===== config.mk =====
export PLATFORM = sky130hd
export DESIGN_NAME = ibuf_bank_flat
export DESIGN_NICKNAME = d
export VERILOG_FILES = /design/src/rtl/ibuf_pkg.sv /design/src/rtl/ibuf_bank_if.sv /design/src/rtl/ibuf_zero_detect.sv /design/src/rtl/ibuf_bank.sv /design/src/flat_wrapper.sv
export SDC_FILE = /design/constraint.sdc
export NUM_CORES = 1
export LEC_CHECK = 0
export BUFFER_PORTS_ARGS = -buffer_cell sky130_fd_sc_hd__buf_4
export CELL_PAD_IN_SITES_DETAIL_PLACEMENT = 2
export CELL_PAD_IN_SITES_GLOBAL_PLACEMENT = 2
export CORE_MARGIN = 2
export CORE_UTILIZATION = 35
export DETAILED_ROUTE_END_ITERATION = 12
export GPL_TIMING_DRIVEN = 1
export PLACE_DENSITY = 0.71
export RECOVER_POWER = 100
export SLEW_MARGIN = 10
export SYNTH_ARGS = -nofsm -noshare
export SYNTH_HDL_FRONTEND = slang
export SYNTH_SLANG_ARGS = --single-unit

===== constraint.sdc =====
create_clock -name clk -period 17.41 [get_ports clk]
set_clock_uncertainty 0.1 [all_clocks]
set_input_delay 1.741 -clock clk [delete_from_list [all_inputs] [get_ports clk]]
set_output_delay 1.741 -clock clk [all_outputs]
set_load 0.01 [all_outputs]

===== src/rtl/ibuf_pkg.sv =====
// ibuf_pkg: shared types for the activation/weight
// buffer slice.
package ibuf_pkg;

    typedef enum logic {
        IDLE,
        ACTIVE
    } ibuf_state_e;

    localparam int REUSE_W = 4;

    localparam int DATA_W_DEF = 32;
    localparam int LANES_DEF  = 4;

    typedef struct packed {
        logic [LANES_DEF-1:0]            zmask;
        logic [LANES_DEF*DATA_W_DEF-1:0] words;
    } ibuf_entry_t;

endpackage


===== src/rtl/ibuf_bank_if.sv =====
// ibuf_bank_if: write/read handshakes of the
// input activation buffer.
interface ibuf_bank_if #(
    parameter int DATA_W = 32,
    parameter int LANES  = 4
);

    logic                    wr_valid;
    logic                    wr_ready;
    logic [LANES*DATA_W-1:0] wr_data;
    logic                    rd_valid;
    logic                    rd_ready;
    logic [LANES*DATA_W-1:0] rd_data;
    logic [LANES-1:0]        rd_zero_mask;
    logic                    rd_last;

    modport master (
        output wr_valid,
        output wr_data,
        output rd_ready,
        input  wr_ready,
        input  rd_valid,
        input  rd_data,
        input  rd_zero_mask,
        input  rd_last
    );

    modport slave (
        input  wr_valid,
        input  wr_data,
        input  rd_ready,
        output wr_ready,
        output rd_valid,
        output rd_data,
        output rd_zero_mask,
        output rd_last
    );

endinterface


===== src/rtl/ibuf_zero_detect.sv =====
// ibuf_zero_detect: per-lane all-zero reduction,
// shared with the weight buffer.
module ibuf_zero_detect #(
    parameter int DATA_W = 32,
    parameter int LANES  = 4
) (
    input  logic [LANES*DATA_W-1:0] data,
    output logic [LANES-1:0]        zmask
);

    for (genvar i = 0; i < LANES; i++) begin : g_lane
        assign zmask[i] = ~|data[i*DATA_W +: DATA_W];
    end

endmodule


===== src/rtl/ibuf_bank.sv =====
// ibuf_bank: multi-lane FWFT activation buffer with
// per-lane zero tagging and entry replay.
module ibuf_bank
    import ibuf_pkg::*;
#(
    parameter int DATA_W = 32,
    parameter int LANES  = 4,
    parameter int DEPTH  = 8,
    parameter int CNT_W  = $clog2(DEPTH) + 1
) (
    input  logic               clk,
    input  logic               nRST,
    input  logic               flush,
    input  logic [REUSE_W-1:0] cfg_reuse,
    ibuf_bank_if.slave         bus,
    output logic [CNT_W-1:0]   occupancy
);

    localparam int AW = $clog2(DEPTH);

    typedef struct packed {
        logic [LANES-1:0]        zmask;
        logic [LANES*DATA_W-1:0] words;
    } entry_t;

    entry_t             mem [DEPTH];
    entry_t             head;
    logic [AW-1:0]      wptr;
    logic [AW-1:0]      rptr;
    logic [REUSE_W-1:0] rcnt;
    logic [REUSE_W-1:0] reuse_lat;
    logic [CNT_W-1:0]   occ;
    logic [LANES-1:0]   wr_zmask;
    logic               wr_fire;
    logic               pop;
    logic               head_done;
    logic               free;
    logic               lat_load;
    ibuf_state_e        state;
    ibuf_state_e        state_nxt;

    ibuf_zero_detect #(
        .DATA_W(DATA_W),
        .LANES (LANES)
    ) u_zd (
        .data (bus.wr_data),
        .zmask(wr_zmask)
    );

    assign bus.wr_ready = (occ != CNT_W'(DEPTH)) && !flush;
    assign bus.rd_valid = (occ != '0);
    assign wr_fire      = bus.wr_valid && bus.wr_ready;
    assign pop          = bus.rd_valid && bus.rd_ready;
    assign head_done    = (rcnt == reuse_lat);
    assign free         = pop && head_done;
    assign bus.rd_last  = bus.rd_valid && head_done;
    assign occupancy    = occ;

    always_ff @(posedge clk or negedge nRST) begin
        if (!nRST) begin
            state <= IDLE;
        end else begin
            state <= state_nxt;
        end
    end

    always_comb begin
        state_nxt = state;
        if (flush) begin
            state_nxt = IDLE;
        end else begin
            unique case (state)
                IDLE: begin
                    if (wr_fire) state_nxt = ACTIVE;
                end
                ACTIVE: begin
                    if (free && occ == CNT_W'(1) && !wr_fire)
                        state_nxt = IDLE;
                end
            endcase
        end
    end

    // Replay count may only change while the buffer is empty and quiet
    always_comb begin
        lat_load = (state == IDLE) && !wr_fire && !flush;
    end

    always_ff @(posedge clk or negedge nRST) begin
        if (!nRST) begin
            wptr      <= '0;
            rptr      <= '0;
            rcnt      <= '0;
            occ       <= '0;
            reuse_lat <= '0;
        end else if (flush) begin
            wptr <= '0;
            rptr <= '0;
            rcnt <= '0;
            occ  <= '0;
        end else begin
            if (wr_fire) wptr <= wptr + 1'b1;
            if (free) begin
                rptr <= rptr + 1'b1;
                rcnt <= '0;
            end else if (pop) begin
                rcnt <= rcnt + 1'b1;
            end
            occ <= occ + CNT_W'(wr_fire) - CNT_W'(free);
            if (lat_load) reuse_lat <= cfg_reuse;
        end
    end

    always_ff @(posedge clk) begin
        if (wr_fire) begin
            mem[wptr] <= '{zmask: wr_zmask, words: bus.wr_data};
        end
    end

    assign head = mem[rptr];

    always_comb begin
        bus.rd_data      = '0;
        bus.rd_zero_mask = '0;
        if (bus.rd_valid) begin
            bus.rd_zero_mask = head.zmask;
            for (int i = 0; i < LANES; i++) begin
                if (!head.zmask[i])
                    bus.rd_data[i*DATA_W +: DATA_W] =
                        head.words[i*DATA_W +: DATA_W];
            end
        end
    end

endmodule

===== src/flat_wrapper.sv =====
// flat-port wrapper written by rule: the top's interface ports become plain ports
module ibuf_bank_flat import ibuf_pkg::*;
#(
    parameter int DATA_W = 32,
    parameter int LANES  = 4,
    parameter int DEPTH  = 8,
    parameter int CNT_W  = $clog2(DEPTH) + 1
)
  (clk, nRST, flush, cfg_reuse, occupancy, bus_wr_valid, bus_wr_data, bus_rd_ready, bus_wr_ready, bus_rd_valid, bus_rd_data, bus_rd_zero_mask, bus_rd_last);
  ibuf_bank_if #(.DATA_W(DATA_W), .LANES(LANES)) bus_i ();
  input  logic clk;
  input  logic nRST;
  input  logic flush;
  input  logic [REUSE_W-1:0] cfg_reuse;
  output logic [CNT_W-1:0] occupancy;
  input wire logic [$bits(bus_i.wr_valid)-1:0] bus_wr_valid;
  input wire logic [$bits(bus_i.wr_data)-1:0] bus_wr_data;
  input wire logic [$bits(bus_i.rd_ready)-1:0] bus_rd_ready;
  output wire logic [$bits(bus_i.wr_ready)-1:0] bus_wr_ready;
  output wire logic [$bits(bus_i.rd_valid)-1:0] bus_rd_valid;
  output wire logic [$bits(bus_i.rd_data)-1:0] bus_rd_data;
  output wire logic [$bits(bus_i.rd_zero_mask)-1:0] bus_rd_zero_mask;
  output wire logic [$bits(bus_i.rd_last)-1:0] bus_rd_last;
  assign bus_i.wr_valid = bus_wr_valid;
  assign bus_i.wr_data = bus_wr_data;
  assign bus_i.rd_ready = bus_rd_ready;
  assign bus_wr_ready = bus_i.wr_ready;
  assign bus_rd_valid = bus_i.rd_valid;
  assign bus_rd_data = bus_i.rd_data;
  assign bus_rd_zero_mask = bus_i.rd_zero_mask;
  assign bus_rd_last = bus_i.rd_last;
  ibuf_bank #(.DATA_W(DATA_W), .LANES(LANES), .DEPTH(DEPTH), .CNT_W(CNT_W)) u_core (.clk(clk), .nRST(nRST), .flush(flush), .cfg_reuse(cfg_reuse), .bus(bus_i), .occupancy(occupancy));
endmodule

== Yosys cells after proc, flatten, opt, wreduce, memory -nomap -nowiden ==
Memory sizes are Yosys's and may differ from the RTL's.
Index checks and enable logic that the tools add are counted.
Widths: inputs -> output; s select.

* Bits in registers: 19
* Bits in writable memories: 1056
* Bits of input ports: 137
* Output and inout port bits: 139
* Word-level logic and storage cells: 60
* Memories kept: 1

{| class="wikitable"
|+ Memories
! name !! depth !! bits a word !! rd ports !! clocked after Yosys merged registers in !! wr ports !! line !! source
|-
| u_core.mem || 8 || 132 || 1 || 0 || 1 || ibuf_bank.sv:26 || <nowiki>entry_t mem [DEPTH];</nowiki>
|}

* Add/sub/neg operators: 5
* Equal/unequal tests: 3
* Muxes and demuxes: 19
* Bitwise logic cells: 2
* Reductions and logical operators: 24

{| class="wikitable"
|+ Operator list
! cell !! number
|-
| $mux 128 || 1
|-
| $mux 32 || 4
|-
| $reduce_or 32->1 || 4
|-
| $mux 4 || 5
|-
| $mux 3 || 4
|-
| $logic_and 1x1->1 || 9
|-
| $add 3x1->3 const B || 2
|-
| $logic_not 1->1 || 6
|-
| $add 4x1->4 || 1
|-
| $add 4x1->4 const B || 1
|-
| $eq 4x1->1 const B || 1
|-
| $eq 4x4->1 || 1
|-
| $mux 1 || 4
|-
| $ne 4x4->1 const B || 1
|-
| $reduce_bool 2->1 || 2
|-
| $reduce_bool 4->1 || 1
|-
| $sub 4x1->4 || 1
|-
| $reduce_bool 3->1 || 1
|-
| $not 1->1 || 2
|-
| $pmux 1 s2 || 1
|-
| $reduce_and 2->1 || 1
|}

== Longest topological paths before layout ==
Gate-level depths: netlist (run 1).

* Word-level depth: 8
* Depth in mapped cells: 14
* Depth with buffers taken out: 14

== Hierarchy ==
Synthesis (run 1) repeated with hierarchy kept, for this count alone.

* Cell total of the unflattened synthesis: 1849
* Area, all modules: 41438.5 µm²

{| class="wikitable"
|+ Modules (own cells, without submodules)
! module !! times used !! cells an instance !! area each (µm²) !! sequential area each (µm²)
|-
| ibuf_bank || 1 || 1805 || 41148.2 || 32185.9
|-
| ibuf_zero_detect || 1 || 44 || 290.3 || 0.0
|}

== Worst setup path after synthesis (run 1) ==
No wires, ideal clock.

* Kind: in2reg
* From: in bus_wr_valid
* To: mem u_core.mem[2][0] (netlist name), enable pin
* Setup time: 0.992 ns
* Arrival: 15.597 ns
* Data required time: 16.318 ns
* Setup slack: 0.721 ns
* Cell stages on the path: 3
* Path buffers: 0
* Cells stage by stage: inv_1 a211o_2 nor4b_1

* Word-level cells in the longest chain between the ends: 3

{| class="wikitable"
|+ RTL lines
! element !! line !! source
|-
| from (decl) || flat_wrapper.sv:16 || <nowiki>input wire logic [$bits(bus_i.wr_valid)-1:0] bus_wr_valid;</nowiki>
|-
| $logic_and 1x1->1 || ibuf_bank.sv:52 || <nowiki>assign wr_fire = bus.wr_valid && bus.wr_ready;</nowiki>
|-
| $mux 1 || ibuf_bank.sv:115 || <nowiki>if (wr_fire) begin</nowiki>
|-
| $mux 1 (implied by the code) || ibuf_bank.sv:116 || <nowiki>mem[wptr] <= '{zmask: wr_zmask, words: bus.wr_data};</nowiki>
|-
| to (decl) || ibuf_bank.sv:26 ||
|}

No other way between the ends.

== Worst setup path in the final report (run 1) ==
* From: in flush
* To: mem u_core.mem[1][119] (netlist name), enable pin

* Word-level cells in the longest chain between the ends: 5

{| class="wikitable"
|+ RTL lines
! element !! line !! source
|-
| from (decl) || flat_wrapper.sv:13 || <nowiki>input logic flush;</nowiki>
|-
| $logic_not 1->1 || ibuf_bank.sv:50 || <nowiki>assign bus.wr_ready = (occ != CNT_W'(DEPTH)) && !flush;</nowiki>
|-
| $logic_and 1x1->1 || ibuf_bank.sv:50 ||
|-
| $logic_and 1x1->1 || ibuf_bank.sv:52 ||
|-
| $mux 1 || ibuf_bank.sv:115 ||
|-
| $mux 1 (implied by the code) || ibuf_bank.sv:116 ||
|}

No other way between the ends.

==> flow_metrics.py, run 1 <==
metrics = {
    "global_routing": {
        "overflow": 0,
        "grt_pass1_wl_um": 159000,
        "antenna_found_initial": 14,
        "first_global_vias": 22700,
        "grt_max_degree": 107,
        "track_usage_pct": 18.0,
    },
    "worst_hold_path": {
        "hold_depth": 1,
        "min_path_type": "reg2reg",
        "hp-start": "u_core.reuse_lat[3]",
        "holdPathEnd": "u_core.reuse_lat[3]",
    },
    "critical_path": {
        "worst_ep_required_time_ns": 17.54,
        "startpoint_type": "input port",
        "critPathKind": "in2reg",
        "cpMaxStageDelayCell": "clkbuf_1",
        "path_delay_family": "buffers and inverters",
        "reg2reg_depth": 8,
        "critPathMostFrequentCell": "clkbuf_1",
        "ff2ff_setup_slack_ns": 7.46,
        "critPathBufInv": 4,
        "setup.worst_path.start": "flush",
        "worstPathCellList": "clkbuf_1 -> a211o_1 -> inv_1 -> nand2_1 -> nor3_1 -> clkbuf_1 -> clkbuf_1",
        "crit_arrival_ns": 10.91,
        "r2r-end": "u_core.mem[1][119]",
        "endpoint_kind": "flip-flop",
        "cp_slowest_stage_delay_ns": 5.33,
        "crit_path_max_fanout": 96,
        "worstReg2RegStart": "u_core.occupancy[2]",
    },
    "synth": {
        "syn_inst": 1849,
        "yosysUniqueCellTypes": 41,
        "synthFlopType": "edfxtp_1",
        "synth_top_family_by_area": "multiplexers",
        "synth_xor_area_share_pct": 0.190,
        "synth_top_area_share_pct": 76.6,
        "synth_area_leaders": "edfxtp_1 77%, mux4_2 14%, mux2i_1 3.3%",
        "synth_area_leader_cell": "edfxtp_1",
        "synth_warnings": 0,
        "synthSimpleGateAreaFrac_pct": 2.51,
        "ys_top_cells_by_count": "1056 x edfxtp_1, 256 x mux4_2, 141 x nor2_1",
        "synth_async_sr_flop_share_pct": 1.77,
        "synthMuxAreaShare_pct": 17.4,
        "postSynthAreaPerCell_um2": 22.4,
        "synth_fa_ha_area_share_pct": 0.320,
        "synth_nets": 1996,
        "syn-cell-area_mm2": 0.0414,
        "ys_seq_elements": 1075,
        "synth_enable_flop_cells": 1056,
        "ys_seq_area_share_pct": 77.7,
        "synth_compound_area_share_pct": 0.471,
        "synth.most_common_cell": "edfxtp_1",
    },
    "floorplanning": {
        "die_w_um": 348,
        "die_h_um": 348,
        "start_util_pct": 35.2,
        "dieArea_mm2": 0.121,
        "coreArea_mm2": 0.118,
        "ioPinCount": 276,
        "num_rows": 126,
    },
    "drt": {
        "wl_um": 109000,
        "vias": 19900,
        "viasPerCell": 5.21,
        "ant_nets": 0,
        "drt_iter0_drc": 1476,
        "drt_first_pass_iters": 5,
        "routedWlPerCell_um": 28.6,
        "drcViolationCount": 0,
    },
    "sta": {
        "post-route-min-period_ns": 10.78,
        "report.final.slew_viol_count": 1279,
        "setup_viol": 0,
        "timing.final.crit_share_pct": 61.9,
        "setup_ws_ns": 6.63,
        "hold_viol_final": 0,
        "max_freq_ghz": 0.0928,
        "worstMarginPinSlew_ns": 7.66,
        "grt_setup_unrepaired": "false",
        "slew-limit-headroom_pct": -411,
        "finalSetupTns_ns": 0,
    },
    "cts": {
        "clockRootBuffer": "clkbuf_16",
        "hold_buffers": 0,
        "numClockSinks": 1075,
        "cts_resized": 0,
        "cts_inserted_buffers": 115,
        "cts_max_level": 3,
        "clk_latency_ns": 0.68,
        "cts_tree": "built",
        "clkTransAtPathRegs_ns": 0.06,
        "clockBufferDepth": 3,
        "post_cts_buffers": 0,
    },
    "place": {
        "place_ws_ns": 11.35,
        "routabilityCongestion": 0.708,
        "port_buffers": 275,
        "dp_hpwl_um": 62900,
        "dpl-instance-area_mm2": 0.0453,
    },
    "cells_and_area": {
        "stdcell_area_mm2": 0.0476,
        "area_delta_synth_final_pct": 15.0,
        "post-route-util_pct": 40.5,
        "drive_above_1_share_pct": 19.5,
        "layout.nets": 2337,
    },
    "pwr": {
        "power_mw": 5.91,
        "vdd_drop_max_v": 0.0000913,
        "leakagePower_nw": 14.0,
        "power_density_mw_per_mm2": 124,
    },
    "flow_run": {
        "cap_violations": 28,
    },
    "outcome": {
        "violations": "max-capacitance violations, max-slew violations",
        "outcome": "complete, but fails checks",
    },
}
-- layer usage --
layer	vias up	global-route usage, %	routed length, um
met5	-	0	95
met4	16	4.31	2270
met3	157	3.15	4130
met2	442	30.7	55100
met1	10900	23.9	47600
li1	8428	-	-
-- stage by stage --
| stage | cells | hold WS, ns |
|---|---|---|
| 2_1_floorplan | 1849 | 0.402 |
| 3_3_place_gp | 3609 | 0.425 |
| 3_5_place_dp | 3609 | 0.441 |
| 4_1_cts | 3819 | 0.460 |
| 5_1_grt | 3821 | 0.483 |
| 6_report | 3822 | 0.443 |
-- cells by family (layout without fill, tap and decap cells) --
family          after synthesis  in the layout
compound gates               26             26
xor+xnor                      9              9
fa+ha+maj                    10             10
buf+inv                     100            534
flops                      1075           1075
mux                         401            401
other cells                   0              3
simple gates                228            228
-- worst max path at each step --
stage,slack (ns),endpoint,cells past startpoint
CTS,10.56,bus_rd_data[126],6
detailed placement,11.35,bus_rd_data[126],6
global placement,11.39,bus_rd_data[126],6
global route,5.76,u_core.mem[1][119],7
finish,6.63,u_core.mem[1][119],7
floorplan,0.72,u_core.mem[2][0],3
-- registers in the layout (all words and copies together), names as in the netlist --
register          count
u_core.wptr           3
u_core.rcnt           4
u_core.reuse_lat      4
u_core.mem         1056
u_core.rptr           3
u_core.occupancy      4
u_core.state          1
-- cells in the final DEF, fill, tap and decap left out, drive strengths merged, types with 4 or more instances in the layout --
cell,synthesis,routed
clkbuf,23,432
nor3,8,8
nand2,11,11
nand3,4,4
nor2,142,142
nor4,36,36
clkinv,1,56
a211oi,6,6
buf,66,24
mux4,256,256
o21ai,5,5
xnor2,6,6
ha,9,9
bufinv,0,5
nor2b,10,10
dfrtp,19,19
edfxtp,1056,1056
clkinvlp,0,4
nand4,9,9
a22o,4,4
mux2i,138,138
inv,10,13
a21oi,4,4
mux2,7,7
-- cell type report --
| cell class | instances | area (um^2) |
|---|---|---|
| diodes | 3 | 7.51 |
| clock buffers | 143 | 3070 |
| clock inverters | 67 | 440 |
| fillers | 11000 | 70100 |
| inverters | 11 | 41.3 |
| multi-input cells | 674 | 8700 |
| flip-flops and latches | 1075 | 32200 |
| well taps | 1536 | 1920 |
| repair buffers | 313 | 1280 |
-- power breakdown --
group / switching (mW) / total [mW] / internal, mW
Clock: 1.00 / 2.31 / 1.31
Sequential: 0.0342 / 2.98 / 2.95
Combinational: 0.410 / 0.614 / 0.204
Total: 1.44 / 5.91 / 4.46
Power figures use the tool's default switching activity.
==> run 2: changes to the inputs <==
PLACE_DENSITY = 0.73   (was 0.71)
clock period = 9.39 ns   (was 17.41 ns; I/O delays follow)
==> run 2 against run 1 <==
Net effect:
- the flow still finishes with violations (max-capacitance violations, max-slew violations)
- global-route usage grew 0.14 points
- wire length grew 0.22%
- sequential share of layout area shrank 0.099 points
- clock power grew 86%
- critical path depth shrank 1
- die area is the same
- cell count is essentially flat
- count of clock-buffer cells in the layout shrank 2
- first-iteration DRC count grew 1.8%
- via count shrank 0.44%
- non-clock buffer count shrank 1
- critical endpoint is now u_core.mem[6][65]
- largest power group unchanged
==> flow_metrics.py, run 2 (synthesized netlist as in run 1, its figures left out) <==
metrics = {
    "outcome": {
        "outcome": "complete, but fails checks",
        "violations": "max-capacitance violations, max-slew violations",
    },
    "pwr": {
        "vdd_drop_max_v": 0.000137,
        "power_density_mw_per_mm2": 230,
        "power_mw": 11.0,
        "leakagePower_nw": 14.1,
    },
    "floorplanning": {
        "start_util_pct": 35.2,
        "ioPinCount": 276,
        "coreArea_mm2": 0.118,
        "die_h_um": 348,
        "num_rows": 126,
        "die_w_um": 348,
        "dieArea_mm2": 0.121,
    },
    "cells_and_area": {
        "final_common_cell": "edfxtp_1",
        "stdcell_area_mm2": 0.0477,
        "largest_reg_flops": 1056,
        "layout.nets": 2336,
        "mostFrequentLayoutCells": "1056 x edfxtp_1, 309 x clkbuf_1, 256 x mux4_2",
        "drive_above_1_share_pct": 20.0,
        "largest-register": "u_core.mem",
        "fill_cells": 11000,
        "area_delta_synth_final_pct": 15.2,
        "diodes": 0,
    },
    "worst_hold_path": {
        "hp-start": "cfg_reuse[0]",
        "min_path_type": "in2reg",
    },
    "sta": {
        "timing.final.crit_share_pct": 77.4,
        "setup_viol": 0,
        "post-route-min-period_ns": 7.27,
        "slew-limit-headroom_pct": -303,
        "report.final.slew_viol_count": 994,
        "holdWs_ns": 0.365,
        "max_freq_ghz": 0.138,
        "worstMarginPinSlew_ns": 6.04,
        "grt_setup_unrepaired": "false",
        "hold_viol_final": 0,
    },
    "drt": {
        "drcViolationCount": 0,
        "drt_first_pass_iters": 5,
        "vias": 19800,
        "ant_nets": 0,
        "viasPerCell": 5.19,
        "drt_iter0_drc": 1503,
        "wl_um": 109000,
        "routedWlPerCell_um": 28.6,
    },
    "critical_path": {
        "setup.worst_path.start": "u_core.occupancy[2]",
        "worstReg2RegStart": "u_core.occupancy[2]",
        "worst_ep_required_time_ns": 9.54,
        "crit_arrival_ns": 7.42,
        "cpMaxStageDelayCell": "clkbuf_1",
        "path_delay_family": "buffers and inverters",
        "endpoint_kind": "flip-flop",
        "crit_path_max_fanout": 50,
        "critPathBufInv": 3,
        "cp_slowest_stage_delay_ns": 2.89,
        "ff2ff_setup_slack_ns": 2.12,
        "startpoint_type": "flip-flop",
        "critPathMostFrequentCell": "clkbuf_1",
        "worstPathCellList": "inv_1 -> ha_1 -> a211o_1 -> nor3_1 -> clkbuf_1 -> clkbuf_1",
        "critPathKind": "reg2reg",
    },
    "cts": {
        "cts_tree": "built",
        "cts_max_level": 3,
        "numClockSinks": 1075,
        "post_cts_buffers": 0,
        "clockBufferDepth": 3,
        "clkTransAtPathRegs_ns": 0.06,
        "cts_resized": 0,
        "clk_latency_ns": 0.71,
        "clockRootBuffer": "clkbuf_16",
        "cts_inserted_buffers": 115,
    },
    "place": {
        "port_buffers": 275,
        "dp_hpwl_um": 62500,
        "routabilityCongestion": 0.706,
        "dpl-instance-area_mm2": 0.0453,
    },
    "global_routing": {
        "overflow": 0,
        "first_global_vias": 22600,
        "antenna_found_initial": 14,
        "grt_max_degree": 135,
        "grt_pass1_wl_um": 160000,
        "track_usage_pct": 18.1,
    },
    "flow_run": {
        "cap_violations": 22,
    },
}
## run 2: changes by cell type in the layout (fill, tap and decap cells not counted), moves of 3 or more
cell        previous run  this run
clkinv_1              34        27
clkbuf_1             313       309
clkbuf_16            119       115
clkinv_8               0         4
clkinvlp_4             4         8
diode_2                3         0
## run 2: timing repair
item | in CTS | in global routing
endpoints found under the setup margin | 0 | 0
hold endpoints to repair | 19 | 0
hold buffers | 1 | 0
## run 2: worst paths after layout
check	cells past startpoint	endpoint
worst min register to register	1	u_core.reuse_lat[3]
worst max register to register	6	u_core.mem[6][65]
worst max-delay path	6	u_core.mem[6][65]
max in group asynchronous	2	u_core.rptr[2]
worst min-delay path	2	u_core.reuse_lat[0]
min in group asynchronous	2	u_core.occupancy[0]
## run 2: through the flow
| step | setup WS (ns) | util (%) | instances | TNS, ns |
|---|---|---|---|---|
| floorplan | -6.50 | - | 1849 | -2931.40 |
| global placement | 4.33 | 38.5 | 3607 | 0 |
| detailed placement | 4.23 | 38.5 | 3607 | 0 |
| CTS | 3.44 | 41.5 | 3821 | 0 |
| global route | 1.61 | 40.5 | 3821 | 0 |
| finish | 2.12 | 40.5 | 3821 | 0 |
## run 2: cell type report
cell class / count / area [um^2] / share of cell area [%]
clock buffers: 141 / 2980 / 6.24
multi-input cells: 674 / 8700 / 18.2
clock inverters: 72 / 559 / 1.17
well taps: 1536 / 1920 / 4.03
repair buffers: 312 / 1320 / 2.77
flip-flops and latches: 1075 / 32200 / 67.5
inverters: 11 / 41.3 / 0.0865
## run 2: routing by layer
layer / GRT usage [%] / up-vias / share of wire (%)
met5: 0 / - / 0.14
li1: - / 8431 / -
met3: 3.97 / 154 / 4.8
met4: 4.32 / 24 / 1.8
met1: 23.7 / 10800 / 43
met2: 30.9 / 449 / 51
## run 2: power breakdown
| group | internal, mW | switching, mW |
|---|---|---|
| Combinational | 0.372 | 0.767 |
| Clock | 2.39 | 1.91 |
| Sequential | 5.46 | 0.0651 |
